--- config.mk ---
export PLATFORM = sky130hd
export DESIGN_NAME = rom_boot_loader
export DESIGN_NICKNAME = d
export VERILOG_FILES = /design/src/rtl/boot_loader_pkg.sv /design/src/rtl/boot_byte_packer.sv /design/src/rtl/rom_boot_loader.sv
export SDC_FILE = /design/constraint.sdc
export NUM_CORES = 1
export LEC_CHECK = 0
export BUFFER_PORTS_ARGS = -buffer_cell sky130_fd_sc_hd__buf_2
export CAP_MARGIN = 10
export CORE_MARGIN = 2
export CORE_UTILIZATION = 30
export CTS_BUF_LIST = sky130_fd_sc_hd__clkbuf_2
export DETAILED_ROUTE_END_ITERATION = 6
export GPL_TIMING_DRIVEN = 0
export PLACE_DENSITY = 0.53
export SYNTH_ARGS = -nofsm -noshare
export SYNTH_HDL_FRONTEND = slang
export SYNTH_SLANG_ARGS = --single-unit
--- constraint.sdc ---
create_clock -name clk -period 2.35 [get_ports clk]
set_input_delay 0 -clock clk [delete_from_list [all_inputs] [get_ports clk]]
set_output_delay 0 -clock clk [all_outputs]
set_load 0.005 [all_outputs]
--- src/rtl/boot_loader_pkg.sv ---
// Shared types and constants for the ROM boot loader.
// Holds the loader state encoding and the frame-level defaults.
package boot_loader_pkg;

    typedef enum logic [2:0] {
        IDLE,
        CLEAR,
        LEN_LO,
        LEN_HI,
        DATA,
        CSUM,
        DONE,
        ERROR
    } boot_state_e;

    localparam logic [7:0] DEFAULT_MAGIC = 8'hA5;
    localparam int         LEN_W         = 16;

endpackage

--- src/rtl/boot_byte_packer.sv ---
// Packs an LSB-first byte stream into DATA_W-bit words.
// word/word_valid are combinational so the caller can register them on the accept edge.
module boot_byte_packer #(
    parameter int DATA_W = 32
) (
    input  logic              clk,
    input  logic              reset_n,
    input  logic              byte_valid,
    input  logic [7:0]        byte_data,
    input  logic              flush,
    output logic              word_valid,
    output logic [DATA_W-1:0] word
);

    localparam int BYTES = DATA_W / 8;
    localparam int CNT_W = (BYTES > 1) ? $clog2(BYTES) : 1;

    logic [DATA_W-1:0] shift_q, shift_d;
    logic [CNT_W-1:0]  cnt_q, cnt_d;
    logic [DATA_W-1:0] byte_ext;
    logic [DATA_W-1:0] merged;

    // NOTE: every signal written here gets a default first, so no path can infer a latch.
    always_comb begin
        byte_ext   = DATA_W'(byte_data);
        merged     = (shift_q >> 8) | (byte_ext << (DATA_W - 8));
        shift_d    = shift_q;
        cnt_d      = cnt_q;
        word_valid = 1'b0;
        if (flush) begin
            shift_d = '0;
            cnt_d   = '0;
        end else if (byte_valid) begin
            shift_d = merged;
            if (cnt_q == CNT_W'(BYTES - 1)) begin
                cnt_d      = '0;
                word_valid = 1'b1;
            end else begin
                cnt_d = cnt_q + 1'b1;
            end
        end
    end

    assign word = merged;

    // NOTE: state registers use non-blocking assignments so every flop samples pre-edge values.
    always_ff @(posedge clk) begin
        if (!reset_n) begin
            shift_q <= '0;
            cnt_q   <= '0;
        end else begin
            shift_q <= shift_d;
            cnt_q   <= cnt_d;
        end
    end

endmodule

--- src/rtl/rom_boot_loader.sv ---
// Loads a framed, checksummed byte stream into the instruction ROM and
// holds the core in reset until a verified image is stored (or boot is skipped).
module rom_boot_loader
    import boot_loader_pkg::*;
#(
    parameter int         DEPTH          = 128,
    parameter int         DATA_W         = 32,
    parameter logic [7:0] MAGIC          = DEFAULT_MAGIC,
    parameter int         TIMEOUT        = 100000,
    parameter bit         CLEAR_ON_START = 1'b1,
    localparam int        ADDR_W         = $clog2(DEPTH)
) (
    input  logic              clk,
    input  logic              reset_n,
    input  logic              boot_skip,
    input  logic              rx_valid,
    input  logic [7:0]        rx_data,
    output logic              rx_ready,
    output logic              rom_we,
    output logic [ADDR_W-1:0] rom_addr,
    output logic [DATA_W-1:0] rom_wdata,
    output logic              core_reset_n,
    output logic              boot_done,
    output logic              boot_error,
    output logic [15:0]       words_loaded
);

    localparam int TO_W = (TIMEOUT > 1) ? $clog2(TIMEOUT) : 1;

    boot_state_e       state_q, state_d;
    logic [LEN_W-1:0]  len_q, len_d;
    logic [LEN_W-1:0]  words_q, words_d;
    logic [LEN_W-1:0]  len_next;
    logic [7:0]        csum_q, csum_d;
    logic [TO_W-1:0]   idle_q, idle_d;
    logic              rx_ready_q, rx_ready_d;
    logic              rom_we_q, rom_we_d;
    logic [ADDR_W-1:0] rom_addr_q, rom_addr_d;
    logic [DATA_W-1:0] rom_wdata_q, rom_wdata_d;
    logic              core_reset_n_q, core_reset_n_d;
    logic              boot_done_q, boot_done_d;
    logic              boot_error_q, boot_error_d;

    logic              accept;
    logic              counting;
    logic              timed_out;
    logic              pack_valid;
    logic              pack_flush;
    logic              word_valid;
    logic [DATA_W-1:0] word;

    assign accept     = rx_valid && rx_ready_q;
    assign counting   = (state_q == LEN_LO) || (state_q == LEN_HI) ||
                        (state_q == DATA)   || (state_q == CSUM);
    assign timed_out  = counting && !accept && (idle_q == TO_W'(TIMEOUT - 1));
    assign pack_valid = accept && (state_q == DATA);
    // Any partial word is discarded whenever the loader is outside DATA or gives up on it.
    assign pack_flush = (state_q != DATA) || timed_out;

    boot_byte_packer #(
        .DATA_W (DATA_W)
    ) u_packer (
        .clk        (clk),
        .reset_n    (reset_n),
        .byte_valid (pack_valid),
        .byte_data  (rx_data),
        .flush      (pack_flush),
        .word_valid (word_valid),
        .word       (word)
    );

    always_comb begin
        state_d        = state_q;
        len_d          = len_q;
        words_d        = words_q;
        csum_d         = csum_q;
        idle_d         = (counting && !accept) ? idle_q + 1'b1 : '0;
        rom_we_d       = 1'b0;
        rom_addr_d     = rom_addr_q;
        rom_wdata_d    = rom_wdata_q;
        core_reset_n_d = core_reset_n_q;
        boot_done_d    = boot_done_q;
        boot_error_d   = boot_error_q;
        len_next       = {rx_data, len_q[7:0]};

        unique case (state_q)
            IDLE, ERROR: begin
                if (boot_skip) begin
                    state_d        = DONE;
                    core_reset_n_d = 1'b1;
                    boot_done_d    = 1'b1;
                end else if (accept && (rx_data == MAGIC)) begin
                    boot_error_d = 1'b0;
                    words_d      = '0;
                    csum_d       = '0;
                    len_d        = '0;
                    if (CLEAR_ON_START) begin
                        state_d     = CLEAR;
                        rom_we_d    = 1'b1;
                        rom_addr_d  = '0;
                        rom_wdata_d = '0;
                    end else begin
                        state_d = LEN_LO;
                    end
                end
            end
            CLEAR: begin
                // rom_addr_q doubles as the clear pointer; the last write was DEPTH-1.
                if (rom_addr_q == ADDR_W'(DEPTH - 1)) begin
                    state_d = LEN_LO;
                end else begin
                    rom_we_d    = 1'b1;
                    rom_addr_d  = rom_addr_q + 1'b1;
                    rom_wdata_d = '0;
                end
            end
            LEN_LO: begin
                if (accept) begin
                    len_d   = LEN_W'(rx_data);
                    state_d = LEN_HI;
                end
            end
            LEN_HI: begin
                if (accept) begin
                    len_d = len_next;
                    if (len_next > LEN_W'(DEPTH)) begin
                        state_d      = ERROR;
                        boot_error_d = 1'b1;
                    end else if (len_next == '0) begin
                        state_d = CSUM;
                    end else begin
                        state_d = DATA;
                    end
                end
            end
            DATA: begin
                if (accept) begin
                    csum_d = csum_q + rx_data;
                    if (word_valid) begin
                        rom_we_d    = 1'b1;
                        rom_addr_d  = words_q[ADDR_W-1:0];
                        rom_wdata_d = word;
                        words_d     = words_q + LEN_W'(1);
                        if (words_d == len_q) begin
                            state_d = CSUM;
                        end
                    end
                end
            end
            CSUM: begin
                if (accept) begin
                    if (rx_data == csum_q) begin
                        state_d        = DONE;
                        core_reset_n_d = 1'b1;
                        boot_done_d    = 1'b1;
                    end else begin
                        state_d      = ERROR;
                        boot_error_d = 1'b1;
                    end
                end
            end
            DONE: begin
                state_d = DONE;
            end
            default: begin
                state_d = IDLE;
            end
        endcase

        if (timed_out) begin
            state_d      = ERROR;
            boot_error_d = 1'b1;
        end

        rx_ready_d = (state_d != CLEAR);
    end

    always_ff @(posedge clk) begin
        if (!reset_n) begin
            state_q        <= IDLE;
            len_q          <= '0;
            words_q        <= '0;
            csum_q         <= '0;
            idle_q         <= '0;
            rx_ready_q     <= 1'b0;
            rom_we_q       <= 1'b0;
            rom_addr_q     <= '0;
            rom_wdata_q    <= '0;
            core_reset_n_q <= 1'b0;
            boot_done_q    <= 1'b0;
            boot_error_q   <= 1'b0;
        end else begin
            state_q        <= state_d;
            len_q          <= len_d;
            words_q        <= words_d;
            csum_q         <= csum_d;
            idle_q         <= idle_d;
            rx_ready_q     <= rx_ready_d;
            rom_we_q       <= rom_we_d;
            rom_addr_q     <= rom_addr_d;
            rom_wdata_q    <= rom_wdata_d;
            core_reset_n_q <= core_reset_n_d;
            boot_done_q    <= boot_done_d;
            boot_error_q   <= boot_error_d;
        end
    end

    assign rx_ready     = rx_ready_q;
    assign rom_we       = rom_we_q;
    assign rom_addr     = rom_addr_q;
    assign rom_wdata    = rom_wdata_q;
    assign core_reset_n = core_reset_n_q;
    assign boot_done    = boot_done_q;
    assign boot_error   = boot_error_q;
    assign words_loaded = words_q;

endmodule
==> impl_metrics.xml <==
<?xml version="1.0" encoding="UTF-8"?>
<metrics>
  <group name="worst_setup_path">
    <metric name="crit_fanout" unit="">9</metric>
    <metric name="criticalPathCategory" unit="">flip-flop to flip-flop</metric>
    <metric name="arrival" unit="ns">2.85</metric>
    <metric name="critPathRequiredTime" unit="ns">2.98</metric>
    <metric name="regToRegSetupSlack" unit="ns">0.13</metric>
    <metric name="r2r_cells" unit="">9</metric>
    <metric name="crit-reg2reg-capture" unit="">rom_addr[4]$_SDFFE_PN0P_</metric>
    <metric name="timing.rr.start" unit="">state_q[1]$_SDFF_PN0_</metric>
    <metric name="critical_path.startpoint_type" unit="">flip-flop</metric>
    <metric name="crit_path_end_kind" unit="">flip-flop</metric>
  </group>
  <group name="hold_path">
    <metric name="end_point_of_the_most_critical_hold_path" unit="">words_loaded[3]$_SDFFE_PN0P_</metric>
    <metric name="worstHoldPathType" unit="">input pin to flip-flop</metric>
    <metric name="min_path_cells" unit="">4</metric>
    <metric name="hold_path.startpoint" unit="">reset_n</metric>
  </group>
  <group name="placed_design">
    <metric name="numPortBuffers" unit="">70</metric>
    <metric name="final_wtd_congestion" unit="">0.852</metric>
    <metric name="place_ws" unit="ns">-0.190</metric>
    <metric name="dpl.hpwl" unit="µm">14300</metric>
  </group>
  <group name="global_routing">
    <metric name="grt_start_max_net_pins" unit="">17</metric>
    <metric name="globalRouteTotalUtil" unit="%">17.9</metric>
    <metric name="antenna_violations_before_repair" unit="">1</metric>
    <metric name="first_pass_grt_wire_length" unit="µm">30600</metric>
    <metric name="grt_pass1_vias" unit="">5554</metric>
    <metric name="grt-ovfl-total" unit="">0</metric>
  </group>
  <group name="job">
    <metric name="drv.max_cap_violation_count" unit="">0</metric>
  </group>
  <group name="route">
    <metric name="iteration_count_of_the_initial_detailed_routing_pass" unit="">5</metric>
    <metric name="detailroute.via_count" unit="">6152</metric>
    <metric name="detailedRoute.firstIterationViolations" unit="">434</metric>
    <metric name="postRouteWirelength" unit="µm">19800</metric>
    <metric name="route.detailed.drc" unit="">0</metric>
    <metric name="detail_route.vias_per_cell" unit="">5.22</metric>
    <metric name="detail_route.wl_per_cell" unit="µm">16.8</metric>
    <metric name="postRouteAntennaNets" unit="">0</metric>
  </group>
  <group name="sta">
    <metric name="fin_tns_setup" unit="ns">0</metric>
    <metric name="setup_violations" unit="">0</metric>
    <metric name="timing.max_slew.rel_slack" unit="%">52.6</metric>
    <metric name="fin_worst_hold_slack" unit="ns">0.124</metric>
    <metric name="report.final.slew_viol_count" unit="">0</metric>
    <metric name="period_share" unit="%">94.5</metric>
    <metric name="worst_slew_pin_slew" unit="ns">0.712</metric>
    <metric name="fmax" unit="MHz">450</metric>
    <metric name="final_hold_vio_count" unit="">0</metric>
    <metric name="timing.clock.skew" unit="ns">0.0383</metric>
    <metric name="layout_min_cycle_time" unit="ns">2.22</metric>
    <metric name="grt_setup_unrepaired" unit="">no</metric>
    <metric name="fin_ws" unit="ns">0.130</metric>
  </group>
  <group name="synth">
    <metric name="yosys_most_used_dff" unit="">sky130_fd_sc_hd__dfxtp_1</metric>
    <metric name="netlist_instances" unit="">788</metric>
    <metric name="synth_enable_flop_cells" unit="">0</metric>
    <metric name="ys_async_sr_fraction" unit="%">0</metric>
    <metric name="synthesis.nets" unit="">812</metric>
    <metric name="synth.ff_latch_count" unit="">129</metric>
    <metric name="yosysSeqAreaShare" unit="%">41.1</metric>
    <metric name="netlist_area_before_placement" unit="mm²">0.00629</metric>
    <metric name="yosysUniqueCellTypes" unit="">63</metric>
    <metric name="post_synth.cell_area_avg" unit="µm²">7.98</metric>
    <metric name="yosys_warnings" unit="">0</metric>
  </group>
  <group name="floorplan">
    <metric name="die_w" unit="µm">149</metric>
    <metric name="design.core.area" unit="mm²">0.0204</metric>
    <metric name="area_enclosed_by_the_die_boundary" unit="mm²">0.0221</metric>
    <metric name="placement_rows" unit="">52</metric>
    <metric name="die_y" unit="µm">149</metric>
    <metric name="num_ports" unit="">72</metric>
    <metric name="start_util" unit="%">30.8</metric>
  </group>
  <group name="finish">
    <metric name="nNetsFinal" unit="">918</metric>
    <metric name="layout_commonest_cell" unit="">sky130_fd_sc_hd__dfxtp_1</metric>
    <metric name="area_delta_synth_final" unit="%">19.6</metric>
    <metric name="finish.utilization" unit="%">36.8</metric>
    <metric name="post_route_cells_drive_above_1_share" unit="%">18.1</metric>
    <metric name="most-common-layout-cells" unit="">126 x sky130_fd_sc_hd__dfxtp_1, 104 x sky130_fd_sc_hd__a21oi_1, 85 x sky130_fd_sc_hd__nand2_1</metric>
  </group>
  <group name="power">
    <metric name="leakagePower" unit="nW">2.68</metric>
    <metric name="totalPowerFinal" unit="W">0.00529</metric>
    <metric name="total_switching_power" unit="W">0.00203</metric>
    <metric name="power_frac_seq" unit="%">43.6</metric>
    <metric name="vdd.ir_drop.worst" unit="mV">0.245</metric>
    <metric name="intPower" unit="W">0.00325</metric>
    <metric name="power.density" unit="mW/mm²">703</metric>
    <metric name="clock_power_share" unit="%">26.9</metric>
    <metric name="switching_share" unit="%">38.4</metric>
    <metric name="power_frac_comb" unit="%">29.5</metric>
  </group>
  <group name="clock_network">
    <metric name="cts.root.buffer_cell" unit="">sky130_fd_sc_hd__clkbuf_2</metric>
    <metric name="clock_tree.buffer_depth" unit="">2</metric>
    <metric name="cts_max_level" unit="">4</metric>
    <metric name="worst_skew_late_latency" unit="ns">0.74</metric>
    <metric name="clock_sink_count" unit="">129</metric>
    <metric name="clk_transition_reported_paths" unit="ns">0.21</metric>
    <metric name="cts_made_buffers" unit="">17</metric>
    <metric name="tritoncts" unit="">built</metric>
  </group>
  <group name="run_status">
    <metric name="outcome" unit="">finished, final reports clean</metric>
  </group>
</metrics>
==> power groups by stage <==
stage	clock (W)	combinational (W)	sequential, W
floorplan	0	0.000903	0.00234
global placement	0	0.00137	0.00235
detailed placement	0	0.00137	0.00235
CTS	0.00147	0.00144	0.00231
global route	0.00157	0.00168	0.00232
finish	0.00142	0.00156	0.00231
==> critical path, cell delays in order (launching register included) <==
cell and delay (ns):
sky130_fd_sc_hd__dfxtp_1 0.34, sky130_fd_sc_hd__buf_2 0.18, sky130_fd_sc_hd__or3b_1 0.36, sky130_fd_sc_hd__buf_4 0.18
sky130_fd_sc_hd__o21ai_1 0.17, sky130_fd_sc_hd__a21oi_2 0.09, sky130_fd_sc_hd__o21a_2 0.29, sky130_fd_sc_hd__buf_4 0.16
sky130_fd_sc_hd__o31ai_1 0.24, sky130_fd_sc_hd__a21oi_1 0.09
==> metrics by stage <==
step / cells / instance area [µm²]
after floorplan: 788 / 6290
after global placement: 1128 / 6980
after detailed placement: 1128 / 6980
after CTS: 1176 / 7410
after global routing: 1178 / 7520
final: 1178 / 7520
==> synth_stat cells, drive strengths merged (3+ instances only) <==
master | n | area [µm²]
nand3 | 42 | 210
mux2i | 3 | 30.0
nor4 | 11 | 83.8
nand2b | 8 | 50.1
or2 | 3 | 21.3
buf | 15 | 92.6
ha | 11 | 138
o31ai | 6 | 45.0
nor3 | 15 | 75.1
a22oi | 10 | 75.1
dfxtp | 129 | 2580
o21ai | 62 | 310
inv | 18 | 67.6
and3 | 6 | 37.5
a211oi | 14 | 105
clkbuf | 41 | 154
nor2b | 3 | 18.8
or3 | 4 | 25.0
xor2 | 19 | 166
a31oi | 6 | 37.5
nand4 | 45 | 282
xnor2 | 24 | 210
nor2 | 59 | 229
a21oi | 106 | 531
nand2 | 86 | 323
and2 | 5 | 33.8
or4 | 3 | 26.3
==> registers in the layout (all words and copies together), names as in the netlist <==
name / flops
rom_wdata: 32
u_packer.shift_q: 24
idle_q: 17
len_q: 16
words_loaded: 16
csum_q: 8
rom_addr: 7
state_q: 3
u_packer.cnt_q: 2
boot_done: 1
boot_error: 1
rom_we: 1
rx_ready: 1
==> final cells by class <==
cell class,count,area [µm²]
flip-flops and latches,129,2590
clock inverters,15,158
multi-input cells,585,3470
fillers,2188,12900
diodes,1,2.50
repair buffers,91,538
inverters,18,67.6
clock buffers,17,85.1
plain buffers,52,272
well taps,270,338
==> repair_timing <==
| action | in CTS | in global routing |
|---|---|---|
| endpoints found under the hold margin | 94 | 0 |
| hold buffers | 12 | 0 |
| pin swaps | 1 | 1 |
| gates resized for setup | 14 | 43 |
| buffers inserted | 5 | 4 |
| setup endpoints to repair | 60 | 79 |
==> cell families after synthesis <==
logic type,after synthesis,share of synthesized area (%)
xor+xnor,44,6.35
flops,129,41.1
simple gates,296,23.4
fa+ha+maj,12,2.51
compound gates,230,21.2
buf+inv,74,4.99
mux,3,0.478
==> how the worst max path moves through the flow <==
| stage | depth (start not counted) | end | slack, ns | from |
|---|---|---|---|---|
| 3_3_place_gp | 7 | state_q[0]$_SDFF_PN0_ | -0.23 | words_loaded[2]$_SDFFE_PN0P_ |
| 6_report | 9 | rom_addr[4]$_SDFFE_PN0P_ | 0.13 | state_q[1]$_SDFF_PN0_ |
| 2_1_floorplan | 7 | u_packer.shift_q[10]$_SDFFE_PP0P_ | 0.26 | idle_q[0]$_SDFF_PN0_ |
| 5_1_grt | 9 | rom_addr[2]$_SDFFE_PN0P_ | 0.006 | state_q[1]$_SDFF_PN0_ |
| 3_5_place_dp | 7 | u_packer.shift_q[9]$_SDFFE_PP0P_ | -0.19 | idle_q[0]$_SDFF_PN0_ |
| 4_1_cts | 7 | len_q[15]$_SDFFE_PN0P_ | 0.02 | state_q[1]$_SDFF_PN0_ |
==> metal layers <==
metal / track usage, % / wire length, µm / vias up
li1: - / - / 3077
met1: 25.9 / 9850 / 2887
met2: 27.1 / 8700 / 165
met3: 3.39 / 949 / 23
met4: 5.33 / 278 / 0
met5: 0 / 0 / -
Note: power is estimated with default switching activity, not from simulation.
